[src/rtl/fft_reorder_ctrl.sv]
// Ping-pong bit-reversal reorder controller: writes FFT frames into two external RAM
// banks in natural order and drains them in bit-reversed order through a skid-free output register.
module fft_reorder_ctrl #(
   parameter int N_LOG2 = 6,
   parameter int DW     = 32
) (
   input  logic              clk,
   input  logic              nrst,
   input  logic              in_valid,
   input  logic [DW-1:0]     in_data,
   output logic              in_ready,
   output logic              out_valid,
   output logic [DW-1:0]     out_data,
   input  logic              out_ready,
   output logic              out_last,
   output logic              wr_en,
   output logic              wr_bank,
   output logic [N_LOG2-1:0] wr_addr,
   output logic [DW-1:0]     wr_data,
   output logic              rd_en,
   output logic              rd_bank,
   output logic [N_LOG2-1:0] rd_addr,
   input  logic [DW-1:0]     ram_rdata0,
   input  logic [DW-1:0]     ram_rdata1,
   output logic [15:0]       frames_out
);

   typedef enum logic [1:0] {EMPTY, FILLING, FULL, DRAINING} bank_state_e;

   localparam logic [N_LOG2-1:0] CNT_LAST = '1;

   bank_state_e       bank_q [2];
   bank_state_e       bank_d [2];
   logic              wsel_q, wsel_d, rsel_q, rsel_d;
   logic [N_LOG2-1:0] wcnt_q, wcnt_d, rcnt_q, rcnt_d;
   logic              out_valid_q, out_valid_d;
   logic              rd_bank_q, rd_bank_d;
   logic              last_q, last_d;
   logic [15:0]       frames_q, frames_d;
   logic              accept, drain_active, rd_go;

   function automatic logic [N_LOG2-1:0] bitrev(input logic [N_LOG2-1:0] v);
      logic [N_LOG2-1:0] r;
      for (int i = 0; i < N_LOG2; i++) r[i] = v[N_LOG2-1-i];
      return r;
   endfunction

   assign in_ready = (bank_q[wsel_q] == EMPTY) || (bank_q[wsel_q] == FILLING);
   assign accept   = in_valid & in_ready;

   // A FULL bank is read in the very next cycle, so FULL counts as draining for the read strobe.
   assign drain_active = (bank_q[rsel_q] == FULL) || (bank_q[rsel_q] == DRAINING);
   assign rd_go        = drain_active & (!out_valid_q | out_ready);

   always_comb begin
      // NOTE: every next-state signal gets its hold value first so no path leaves it unassigned (no latches).
      bank_d      = bank_q;
      wsel_d      = wsel_q;
      rsel_d      = rsel_q;
      wcnt_d      = wcnt_q;
      rcnt_d      = rcnt_q;
      rd_bank_d   = rd_bank_q;
      last_d      = last_q;
      frames_d    = frames_q;
      out_valid_d = rd_go | (out_valid_q & !out_ready);

      if (accept) begin
         wcnt_d = wcnt_q + 1'b1;
         if (wcnt_q == CNT_LAST) begin
            bank_d[wsel_q] = FULL;
            wsel_d         = !wsel_q;
         end else begin
            bank_d[wsel_q] = FILLING;
         end
      end

      // Write and read always target different banks, so both updates can land on the same edge.
      if (rd_go) begin
         rcnt_d    = rcnt_q + 1'b1;
         rd_bank_d = rsel_q;
         last_d    = (rcnt_q == CNT_LAST);
         if (rcnt_q == CNT_LAST) begin
            bank_d[rsel_q] = EMPTY;
            rsel_d         = !rsel_q;
         end else begin
            bank_d[rsel_q] = DRAINING;
         end
      end

      if (out_valid_q && out_ready && last_q) frames_d = frames_q + 16'd1;
   end

   always_ff @(posedge clk) begin
      if (!nrst) begin
         bank_q      <= '{EMPTY, EMPTY};
         wsel_q      <= 1'b0;
         rsel_q      <= 1'b0;
         wcnt_q      <= '0;
         rcnt_q      <= '0;
         out_valid_q <= 1'b0;
         rd_bank_q   <= 1'b0;
         last_q      <= 1'b0;
         frames_q    <= '0;
      end else begin
         bank_q      <= bank_d;
         wsel_q      <= wsel_d;
         rsel_q      <= rsel_d;
         wcnt_q      <= wcnt_d;
         rcnt_q      <= rcnt_d;
         out_valid_q <= out_valid_d;
         rd_bank_q   <= rd_bank_d;
         last_q      <= last_d;
         frames_q    <= frames_d;
      end
   end

   assign wr_en      = accept;
   assign wr_bank    = wsel_q;
   assign wr_addr    = wcnt_q;
   assign wr_data    = in_data;
   assign rd_en      = rd_go;
   assign rd_bank    = rsel_q;
   assign rd_addr    = bitrev(rcnt_q);
   assign out_valid  = out_valid_q;
   assign out_last   = out_valid_q & last_q;
   assign out_data   = rd_bank_q ? ram_rdata1 : ram_rdata0;
   assign frames_out = frames_q;

endmodule

[config.mk]
export PLATFORM = sky130hd
export DESIGN_NAME = fft_reorder_ctrl
export DESIGN_NICKNAME = d
export VERILOG_FILES = /design/src/rtl/fft_reorder_ctrl.sv
export SDC_FILE = /design/constraint.sdc
export NUM_CORES = 1
export LEC_CHECK = 0
export CAP_MARGIN = 20
export CORE_MARGIN = 5
export CORE_UTILIZATION = 34
export CTS_CLUSTER_SIZE = 30
export DETAILED_ROUTE_END_ITERATION = 12
export GPL_ROUTABILITY_DRIVEN = 0
export PLACE_DENSITY = 0.9
export SLEW_MARGIN = 0
export SYNTH_ARGS = -nofsm -noshare
export SYNTH_HDL_FRONTEND = slang
export SYNTH_SLANG_ARGS = --single-unit
[constraint.sdc]
create_clock -name clk -period 2.2 [get_ports clk]
set_input_delay 0.33 -clock clk [delete_from_list [all_inputs] [get_ports clk]]
set_output_delay 0.33 -clock clk [all_outputs]
set_load 0.02 [all_outputs]
# After elaboration in Yosys (flattened, before gate mapping)
# Index checks and enable logic that the tools add are counted.
# word_totals
regBits	37
inputBits	100
output_inout_bits	99
wordCells	67
# classes
n_addsub	3
n_lt_le_gt_ge	4
eq_ne	5
n_mux	15
n_bitwise	17
reduce_logical	13
# op_table
operator	count
$mux 32	1
$add 16x1->16 const B	1
$mux 2	8
$mux 4	4
$add 6x1->6 const B	2
$eq 6x6->1 const B	2
$and 1x1->1	4
$and 2x2->2	2
$and 4x4->4	1
$demux 2 s1	2
$eq 2x2->1 const B	2
$ge 2x2->1 const B	2
$logic_and 1x1->1	4
$logic_not 1->1	4
$lt 2x1->1 const B	2
$not 1->2	2
$not 2->2	2
$not 4->4	1
$or 2x2->2	2
$or 4x4->4	1
$reduce_and 2->1	2
$eq 2x1->1 const B	1
$logic_not 2->1	1
$logic_or 1x1->1	2
$or 1x1->1	2

# Logic depth before layout (Yosys ltp)
# Gate-level depths: netlist of the first run.
# depth
word_depth	12
ltp_mapped	5

# Worst setup path before layout of the first run
# Ideal clock, no wire load.
# synth_path
kind	register to output
from	register wsel_q, in the netlist wr_bank
to	output port wr_en
arrival_ns	1.531
t_required_ns	1.870
setup_slack_ns	0.339
path_stages_with_launch	4
cell_sequence	dfxtp_1 -> mux2i_1 -> nand2_1 -> inv_1
# synth_between
elab_chain_cells	7
elab_cells_between_ends	8
classes_between	eq/ne: 1; mux: 3; bitwise: 2; reduce/logical: 2
# synth_lines
item	line	text
from (decl)	34	logic wsel_q, wsel_d, rsel_q, rsel_d;
from (signal assigned)	106	wsel_q <= wsel_d;
$not 1->2 (implied by the code) *	48	assign in_ready = (bank_q[wsel_q] == EMPTY) || (bank_q[wsel_q] == FILLING);
$mux 2 (implied by the code) * (3 in a row)	48	
$eq 2x1->1 or $logic_not 2->1 (tied branches)	48	
$logic_or 1x1->1 *	48	
net in_ready	11	output logic in_ready,
$and 1x1->1 *	49	assign accept = in_valid & in_ready;
to (decl)	16	output logic wr_en,
# The timed path passes the listed nets; every way through them passes the cells marked *. The select of a mux whose other input is x is not followed.

# Final worst setup path of the first run
# layout_path
from	register rd_bank_q
to	output port out_data[15]
# layout_between
elab_chain_cells	1
# layout_lines
item	line	text
from (decl)	37	logic rd_bank_q, rd_bank_d;
from (signal assigned)	111	rd_bank_q <= rd_bank_d;
$mux 32	126	assign out_data = rd_bank_q ? ram_rdata1 : ram_rdata0;
to (decl)	13	output logic [DW-1:0] out_data,
# No other way between the ends.

==> run summary, run 1 <==
Post-CTS Hold Fix Bufs: 0
kind of start point of the critical path: register
Post-Route Hold Slack: 0.493 ns
Gate Count Post-Synth: 247
overall die area: 8150 sq um
Avg Cell Area, Syn: 8.87 sq um
fraction of final layout cells with drive strength greater than 1: 0.159
effective utilization at floorplan: 0.347
commonest register cell after synthesis: sky130_fd_sc_hd__dfxtp_1
pin count of the biggest net entering global routing: 33
classification of the worst-slack hold path: reg -> reg
WHS Path Cells: 2
cell at the root of the clock tree: sky130_fd_sc_hd__clkbuf_8
number of buffer cells added on primary ports: 134
remaining global-route overflow: 0
unrepaired setup endpoints after global routing: no
number of filler cells placed in the layout: 530
area of the multi-input gates: 1200 sq um
hold path endpoint: frames_out[15]
count of pins over their slew limit: 0
clock latency on the worst-skew pair: 0.29 ns
TritonCTS sink count: 35
final cycle utilization of the critical path: 0.964
sequential standard cell area: 703 sq um
overall fraction of global-route tracks in use: 0.161
CP max FO: 16
clock input transition at the sequential cells of the worst setup and hold paths: 0.08 ns
ant diodes: 0
# rows: 29
transition at the pin with the smallest max-transition slack: 0.355 ns
Final min period: 2.12 ns
post-synthesis async set-or-reset flop share: 0
critical path launch point: rd_bank_q
synthesized net count: 350
antenna violations before repair: 0
Netlist Area Pre-Place: 2190 sq um
vias in the first global route: 2168
setup TNS: 0 ns
Routed wire per std cell: 16.0 microns
cell area after layout: 3580 sq um
number of detailed-routing iterations run before antenna repair: 4
count of unresolved DRC violations after routing: 0
Leak: 1.37 nW
setup violators final: 0
Achievable Freq: 0.472 GHz
sum of net half-perimeters after detailed placement: 5.47 mm
count of state elements after synthesis: 35
WP data required: 1.87 ns
Worst EP arrival: 1.79 ns
worst relative slew slack: 0.760
DIE WIDTH: 90.3 microns
number of H-tree branching levels: 2
worst clock skew: 0.0113 ns
R2R cell count: 5
Yosys warnings: 0
vias per cell: 5.03
part of the Yosys area used for sequential elements: 0.320
R2R Setup Slk: 0.47 ns
height of the chip: 90.3 microns
number of placed I/O pins: 199
Area growth syn-to-layout: 63.2%
first-iteration detailed-routing DRC count: 42
outcome: finished clean
EDFF count, synth: 0
number of routed nets with antenna violations: 0
origin of the worst min-delay path: frames_out[15]
buffer levels on the longest clock path: 2
max cap viols: 0
number of buffers added by the clock tree synthesis step: 5
area of placed instances: 3430 sq um
Total Wirelength: 6.97 mm
distinct cell type count after synthesis: 39
layout net count: 460
worst voltage drop across the vdd grid: 0.000442 V
wire length of the first global-routing pass: 11.1 mm
start-to-end type of the worst setup path: reg -> out
category of the worst setup path capture point: output port
TritonCTS clock tree: built
ratio of total power to cell area: 401 nW/um^2
Fin. Hold Viols: 0
worst reg2reg path endpoint: frames_out[14]
core footprint: 6310 sq um
critical register-to-register path startpoint: frames_out[0]
DR vias: 2186
-- flip-flops by register name, indices dropped and copies added (netlist names) --
signal and count:
bank_q 2, frames_out 16, last_q 1, out_valid 1, rcnt_q 6, rd_bank 1, rd_bank_q 1, wr_addr 6
wr_bank 1
-- cells in the mapped netlist (3+ instances only) --
cell / count / area share
sky130_fd_sc_hd__o31ai_1: 3 / 0.010
sky130_fd_sc_hd__ha_1: 3 / 0.017
sky130_fd_sc_hd__dfxtp_1: 35 / 0.32
sky130_fd_sc_hd__mux2_2: 33 / 0.17
sky130_fd_sc_hd__xor2_1: 14 / 0.056
sky130_fd_sc_hd__nand3_1: 9 / 0.021
sky130_fd_sc_hd__clkbuf_1: 6 / 0.010
sky130_fd_sc_hd__buf_4: 32 / 0.11
sky130_fd_sc_hd__nand2_1: 18 / 0.031
sky130_fd_sc_hd__a21oi_1: 11 / 0.025
sky130_fd_sc_hd__inv_1: 5 / 0.0086
sky130_fd_sc_hd__nor4_1: 3 / 0.0086
sky130_fd_sc_hd__xnor2_1: 3 / 0.012
sky130_fd_sc_hd__and3_1: 4 / 0.011
sky130_fd_sc_hd__nand4_1: 6 / 0.017
sky130_fd_sc_hd__or4_1: 3 / 0.010
sky130_fd_sc_hd__o21ai_0: 6 / 0.014
sky130_fd_sc_hd__mux2i_1: 4 / 0.018
sky130_fd_sc_hd__nor2_1: 24 / 0.041
-- cells in the final DEF (no fill, tap or decap), types with 4 or more instances in the layout --
cell type	instances
sky130_fd_sc_hd__mux2i_1	4
sky130_fd_sc_hd__dfxtp_1	33
sky130_fd_sc_hd__xor2_1	14
sky130_fd_sc_hd__a21oi_1	11
sky130_fd_sc_hd__mux2_2	33
sky130_fd_sc_hd__and3_1	4
sky130_fd_sc_hd__nand2_1	18
sky130_fd_sc_hd__clkdlybuf4s50_1	124
sky130_fd_sc_hd__o21ai_0	6
sky130_fd_sc_hd__nand4_1	6
sky130_fd_sc_hd__inv_1	5
sky130_fd_sc_hd__buf_4	7
sky130_fd_sc_hd__nor2_1	24
sky130_fd_sc_hd__clkbuf_8	6
sky130_fd_sc_hd__dlymetal6s2s_1	9
sky130_fd_sc_hd__nand3_1	9
-- where the power goes --
group          switching (mW)  total, mW  internal (mW)
sequential            0.00432      0.641          0.637
clock                   0.250      0.505          0.256
combinational           0.102      0.289          0.187
-- critical path: stages (launching register included) --
cell and delay (ns):
sky130_fd_sc_hd__dfxtp_2 0.41, sky130_fd_sc_hd__clkbuf_16 0.20, sky130_fd_sc_hd__mux2_2 0.34, sky130_fd_sc_hd__clkdlybuf4s50_1 0.54
-- kinds of logic after synthesis --
kind of cell | after synthesis | synth area share
AND/OR/NAND/NOR | 83 | 0.198
buffers and inverters | 45 | 0.132
multiplexers | 37 | 0.188
flip-flops | 35 | 0.320
AO/OA/AOI/OAI | 27 | 0.0771
XOR/XNOR | 17 | 0.0679
adder cells (fa/ha/maj) | 3 | 0.0171
-- what timing repair did --
item	CTS	global route
gates cloned	0	1
endpoints found under the setup margin	1	32
buffers inserted	0	0
resized for setup	1	11
-- per-layer routing --
metal  global-route usage  share of wire  up-vias
li1                     -              -     1055
met1                0.186           0.40     1026
met2                0.288           0.51       93
met3               0.0517          0.071       12
met4               0.0372          0.010        0
met5                    0              0        -
-- final cells by class --
type | count | area share
Timing Repair Buffer | 143 | 0.408
Multi-Input combinational cell | 167 | 0.336
Sequential cell | 35 | 0.197
Clock buffer | 6 | 0.0231
Inverter | 5 | 0.00524
Tap cell | 77 | 0.0269
Clock inverter | 2 | 0.00455
-- stage by stage --
| stage | util | power [mW] | instances | worst slack (ns) |
|---|---|---|---|---|
| global placement | 0.543 | 0.944 | 426 | 0.143 |
| floorplan | - | 0.834 | 247 | 0.339 |
| detailed placement | 0.543 | 0.949 | 426 | 0.141 |
| CTS | 0.559 | 1.44 | 434 | 0.00720 |
| global route | 0.567 | 1.49 | 435 | 0.0292 |
| finish | 0.567 | 1.44 | 435 | 0.0792 |
-- worst max path at each step --
stage                    to  slack (ns)
3_5_place_dp          rd_en        0.14
5_1_grt        out_data[16]        0.03
4_1_cts         out_data[0]       0.007
3_3_place_gp          rd_en        0.14
6_report       out_data[15]        0.08
2_1_floorplan         wr_en        0.34
Power figures use the tool's default switching activity.
==> inputs of run 2 (changes only) <==
==> constraint.sdc (replaced) <==
create_clock -name clk -period 2.51 [get_ports clk]
set_input_delay 0.3765 -clock clk [delete_from_list [all_inputs] [get_ports clk]]
set_output_delay 0.3765 -clock clk [all_outputs]
set_load 0.02 [all_outputs]
==> run summary, run 2 (same netlist as run 1, synthesis figures left out) <==
number of detailed-routing iterations run before antenna repair: 4 (unchanged)
Final min period: 2.33 ns
CP Depth: 4 (+1)
unrepaired setup endpoints after global routing: no
ratio of total power to cell area: 383 nW/um^2 (-4.6%)
Psw: 0.302 mW (-15%)
area of the multi-input gates: 1200 sq um (+0.31%)
worst voltage drop across the vdd grid: 0.000523 V (+18%)
CP max stage cell: sky130_fd_sc_hd__clkdlybuf4s50_1
cell-by-cell trace of the critical path: mux2i_2, nand2_1, inv_1, clkdlybuf4s50_1
delay of the slowest critical-path stage: 0.60 ns (+0.06 ns)
least setup slack across all paths after layout: 0.177 ns (+0.0979 ns)
most used cells in the layout excluding fill and tap cells: sky130_fd_sc_hd__clkdlybuf4s50_1, sky130_fd_sc_hd__dfxtp_1, sky130_fd_sc_hd__mux2_2, sky130_fd_sc_hd__nor2_1, sky130_fd_sc_hd__nand2_1
WHS Path Cells: 2 (unchanged)
number of buffer cells added on primary ports: 134 (unchanged)
cell at the root of the clock tree: sky130_fd_sc_hd__clkbuf_8
Worst EP arrival: 1.96 ns (+0.17 ns)
most common library cell in the layout ignoring fill and taps: sky130_fd_sc_hd__clkdlybuf4s50_1
origin of the worst min-delay path: frames_out[15]
count of pins over their slew limit: 0 (unchanged)
pre-CTS setup slack: 0.375 ns (+0.234 ns)
classification of the worst-slack hold path: reg -> reg
critical register-to-register path startpoint: frames_out[0]
Fin. Hold Viols: 0 (unchanged)
TritonCTS clock tree: built
Post-CTS Hold Fix Bufs: 0 (unchanged)
Buffers & Inverters on Critical Path: 2 (unchanged)
Achievable Freq: 0.429 GHz
Routed wire per std cell: 15.8 microns (-1.1%)
effective utilization at floorplan: 0.347 (unchanged)
final cycle utilization of the critical path: 0.929
pin count of the biggest net entering global routing: 33 (unchanged)
ant diodes: 0 (unchanged)
setup TNS: 0 ns (unchanged)
Post-CTS Repair Setup Buffers: 0 (unchanged)
DR vias: 2164 (-1.0%)
worst relative slew slack: 0.669 (-0.0904)
antenna violations before repair: 0 (unchanged)
transition at the pin with the smallest max-transition slack: 0.496 ns (+0.140 ns)
area of placed instances: 3410 sq um (-0.66%)
setup violators final: 0 (unchanged)
number of filler cells placed in the layout: 532 (+0.38%)
max cap viols: 0 (unchanged)
Post-Route Hold Slack: 0.494 ns (+0.00147 ns)
worst clock skew: 0.0102 ns (-0.00111 ns)
clock latency on the worst-skew pair: 0.29 ns (about the same)
max FFs per register: 16 (unchanged)
category of the worst setup path capture point: output port
CP top delay family: buffers and inverters
first-iteration detailed-routing DRC count: 52 (+24%)
R2R Setup Slk: 0.77 ns (+0.30 ns)
overall die area: 8150 sq um (unchanged)
P_int: 1.05 mW (-2.7%)
kind of start point of the critical path: register
count of unresolved DRC violations after routing: 0 (unchanged)
clock input transition at the sequential cells of the worst setup and hold paths: 0.08 ns (about the same)
Leak: 1.27 nW (-6.9%)
DIE WIDTH: 90.3 microns (unchanged)
overall fraction of global-route tracks in use: 0.159 (-0.00196)
R2R cell count: 5 (unchanged)
cell area after layout: 3530 sq um (-1.3%)
start-to-end type of the worst setup path: reg -> out
final core area utilization: 0.560 (-0.00714)
vias per cell: 5.02 (about the same)
Area growth syn-to-layout: 61.2%
sequential standard cell area: 701 sq um (-0.36%)
sum of net half-perimeters after detailed placement: 5.44 mm (-0.50%)
# rows: 29 (unchanged)
number of routed nets with antenna violations: 0 (unchanged)
wire length of the first global-routing pass: 11.0 mm (-1.1%)
CP max FO: 6 (-10)
TritonCTS sink count: 35 (unchanged)
fraction of final layout cells with drive strength greater than 1: 0.147 (-0.0123)
core footprint: 6310 sq um (unchanged)
number of placed I/O pins: 199 (unchanged)
number of instances resized during post-cts repair: 0 (-1)
number of H-tree branching levels: 2 (unchanged)
number of buffers added by the clock tree synthesis step: 5 (unchanged)
remaining global-route overflow: 0 (unchanged)
outcome: finished clean
height of the chip: 90.3 microns (unchanged)
WP data required: 2.13 ns (+0.26 ns)
buffer levels on the longest clock path: 2 (unchanged)
worst reg2reg path endpoint: frames_out[14]
sw frac: 0.223 (-0.0250)
layout net count: 456 (-0.87%)
share of total power in sequential cells: 0.416 (-0.031)
clock group share of total power: 0.395 (+0.043)
vias in the first global route: 2184 (+0.74%)
Total Wirelength: 6.83 mm (-2.0%)
hold path endpoint: frames_out[15]
combinational group share of total power: 0.189 (-0.012)
==> run 2: layer usage <==
layer,vias up,wire length [microns],GRT usage
met4,0,82,0.0409
met1,1000,2760,0.182
met2,106,3450,0.287
li1,1046,-,-
met5,-,0,0
met3,12,537,0.0492
==> run 2: power groups by stage <==
stage	combinational [mW]	clock, mW	sequential (mW)
after floorplan	0.152	0	0.578
after global placement	0.254	0	0.575
after detailed placement	0.257	0	0.575
after CTS	0.259	0.541	0.562
after global routing	0.271	0.565	0.562
final	0.256	0.534	0.562
==> run 2: worst min-delay path: stages (launching register included) <==
cell and delay (ns):
sky130_fd_sc_hd__dfxtp_1 0.33, sky130_fd_sc_hd__nand2_1 0.06, sky130_fd_sc_hd__mux2i_1 0.06
==> run 2: final cells by class <==
| class | instances | share of cell area |
|---|---|---|
| clock inverters | 2 | 0.0110 |
| inverters | 5 | 0.00531 |
| clock buffers | 6 | 0.0234 |
| flip-flops and latches | 35 | 0.198 |
| well taps | 77 | 0.0273 |
| repair buffers | 139 | 0.394 |
| multi-input cells | 167 | 0.341 |
==> run 2: metrics by stage <==
step           power [mW]  std cells
2_1_floorplan       0.731        247
3_3_place_gp        0.828        423
4_1_cts              1.36        431
3_5_place_dp        0.832        423
5_1_grt              1.40        431
6_report             1.35        431
==> run 2: how the worst max path moves through the flow <==
stage               startpoint     to
floorplan              wr_bank  wr_en
global placement     out_ready  rd_en
detailed placement   out_ready  rd_en
CTS                    wr_bank  wr_en
global route           wr_bank  wr_en
finish                 wr_bank  wr_en
==> inputs of run 3 (changes only) <==
--- a/config.mk
+++ b/config.mk
@@ -11,7 +11,7 @@
 export CTS_CLUSTER_SIZE = 30
 export DETAILED_ROUTE_END_ITERATION = 12
 export GPL_ROUTABILITY_DRIVEN = 0
-export PLACE_DENSITY = 0.9
+export PLACE_DENSITY_LB_ADDON = 0.1
 export SLEW_MARGIN = 0
 export SYNTH_ARGS = -nofsm -noshare
 export SYNTH_HDL_FRONTEND = slang
==> run summary, run 3 (same netlist as run 1, synthesis figures left out) <==
outcome: finished clean
fraction of final layout cells with drive strength greater than 1: 0.142 (-0.00525)
Leak: 1.25 nW (-1.4%)
overall die area: 8150 sq um (unchanged)
max FFs per register: 16 (unchanged)
clock latency on the worst-skew pair: 0.29 ns (about the same)
CP top delay family: buffers and inverters
Post-CTS Hold Fix Bufs: 0 (unchanged)
kind of start point of the critical path: register
Final min period: 2.31 ns (-0.0185 ns)
Worst EP arrival: 1.94 ns (-0.02 ns)
cell-by-cell trace of the critical path: mux2i_1, nor2_1, clkdlybuf4s50_1
CP max FO: 7 (+1)
total power of the final layout: 1.27 mW (-6.0%)
vias per cell: 4.91 (-2.1%)
Area growth syn-to-layout: 59.9%
worst voltage drop across the vdd grid: 0.000272 V (-48%)
transition at the pin with the smallest max-transition slack: 0.412 ns (-0.0840 ns)
Buffers & Inverters on Critical Path: 1 (-1)
ratio of total power to cell area: 363 nW/um^2 (-5.2%)
cell area after layout: 3500 sq um (-0.81%)
ant diodes: 0 (unchanged)
start-to-end type of the worst setup path: reg -> out
number of filler cells placed in the layout: 606 (+14%)
layout net count: 455 (-0.22%)
least setup slack across all paths after layout: 0.196 ns (+0.0185 ns)
final core area utilization: 0.555 (-0.00456)
# rows: 29 (unchanged)
antenna violations before repair: 0 (unchanged)
height of the chip: 90.3 microns (unchanged)
worst clock skew: 0.00828 ns (-0.00194 ns)
pin count of the biggest net entering global routing: 35 (+6.1%)
effective utilization at floorplan: 0.347 (unchanged)
WP data required: 2.13 ns (about the same)
cell total after placement: 422 (-0.24%)
Post-CTS Repair Setup Buffers: 0 (unchanged)
number of buffer cells added on primary ports: 134 (unchanged)
core footprint: 6310 sq um (unchanged)
area of placed instances: 3400 sq um (-0.22%)
final cycle utilization of the critical path: 0.922 (-0.00735)
overall fraction of global-route tracks in use: 0.169 (+0.00962)
most common library cell in the layout ignoring fill and taps: sky130_fd_sc_hd__clkdlybuf4s50_1
Total Wirelength: 7.19 mm (+5.3%)
count of pins over their slew limit: 0 (unchanged)
Non-Filler Instances: 430 (-0.23%)
number of H-tree branching levels: 2 (unchanged)
vias in the first global route: 1977 (-9.5%)
Routed wire per std cell: 16.7 microns (+5.6%)
pre-CTS setup slack: 0.241 ns (-0.134 ns)
cell at the root of the clock tree: sky130_fd_sc_hd__clkbuf_8
number of routed nets with antenna violations: 0 (unchanged)
number of instances resized during post-cts repair: 0 (unchanged)
Post-Route Hold Slack: 0.485 ns (-0.00896 ns)
delay of the slowest critical-path stage: 0.58 ns (-0.02 ns)
remaining global-route overflow: 0 (unchanged)
TritonCTS sink count: 35 (unchanged)
max cap viols: 0 (unchanged)
sum of net half-perimeters after detailed placement: 5.80 mm (+6.6%)
worst relative slew slack: 0.718 (+0.0485)
wire length of the first global-routing pass: 11.2 mm (+1.7%)
most used cells in the layout excluding fill and tap cells: sky130_fd_sc_hd__clkdlybuf4s50_1, sky130_fd_sc_hd__dfxtp_1, sky130_fd_sc_hd__mux2_2, sky130_fd_sc_hd__nor2_1, sky130_fd_sc_hd__nand2_1
setup violators final: 0 (unchanged)
buffer levels on the longest clock path: 2 (unchanged)
first-iteration detailed-routing DRC count: 68 (+31%)
setup TNS: 0 ns (unchanged)
Achievable Freq: 0.432 GHz (+0.80%)
category of the worst setup path capture point: output port
number of placed I/O pins: 199 (unchanged)
TritonCTS clock tree: built
number of detailed-routing iterations run before antenna repair: 4 (unchanged)
unrepaired setup endpoints after global routing: no
DIE WIDTH: 90.3 microns (unchanged)
DR vias: 2113 (-2.4%)
clock input transition at the sequential cells of the worst setup and hold paths: 0.07 ns (about the same)
Fin. Hold Viols: 0 (unchanged)
CP max stage cell: sky130_fd_sc_hd__clkdlybuf4s50_1
classification of the worst-slack hold path: reg -> reg
number of buffers added by the clock tree synthesis step: 5 (unchanged)
count of unresolved DRC violations after routing: 0 (unchanged)
-- run 3: cell count changes in the layout (fill, tap and decap cells not counted), sizes merged --
cell,change
bufinv,-1
buf,-1
clkbuf,+1
inv,-1
clkinvlp,+1
-- run 3: routing by layer --
layer | up-vias | track usage | share of wire
met2 | 119 | 0.292 | 0.50
li1 | 1040 | - | -
met4 | 0 | 0.0447 | 0.015
met3 | 9 | 0.0717 | 0.096
met1 | 945 | 0.190 | 0.39
met5 | - | 0 | 0
-- run 3: worst paths after layout --
| check | start | end | slack (ns) | cells past startpoint |
|---|---|---|---|---|
| worst max register to register | frames_out[0] | frames_out[14] | 0.76 | 5 |
| worst min-delay path | last_q | last_q | 0.49 | 2 |
| worst min register to register | last_q | last_q | 0.49 | 2 |
| worst max-delay path | rd_bank | rd_en | 0.20 | 3 |
-- run 3: final cells by class --
cell class                      count  area, sq um  area share
Clock buffer                        7         96.3      0.0275
Multi-Input combinational cell    167         1200       0.343
Tap cell                           77         96.3      0.0275
Inverter                            5         18.8     0.00536
Timing Repair Buffer              138         1380       0.395
Sequential cell                    35          701       0.200
Clock inverter                      1         7.51     0.00214
-- run 3: where the power goes --
part	internal (mW)	total (mW)	switching, mW
logic	0.164	0.252	0.0879
registers	0.558	0.562	0.00368
clock network	0.250	0.457	0.207
total	0.972	1.27	0.299
-- run 3: worst register-to-register path, delay by kind of cell (launching register included) --
| family | cells | cell delay [ns] |
|---|---|---|
| adders and majority gates | 1 | 0.20 |
| AOI/OAI and AO/OA | 1 | 0.15 |
| and+or+nand+nor | 3 | 0.93 |
| DFF | 1 | 0.42 |
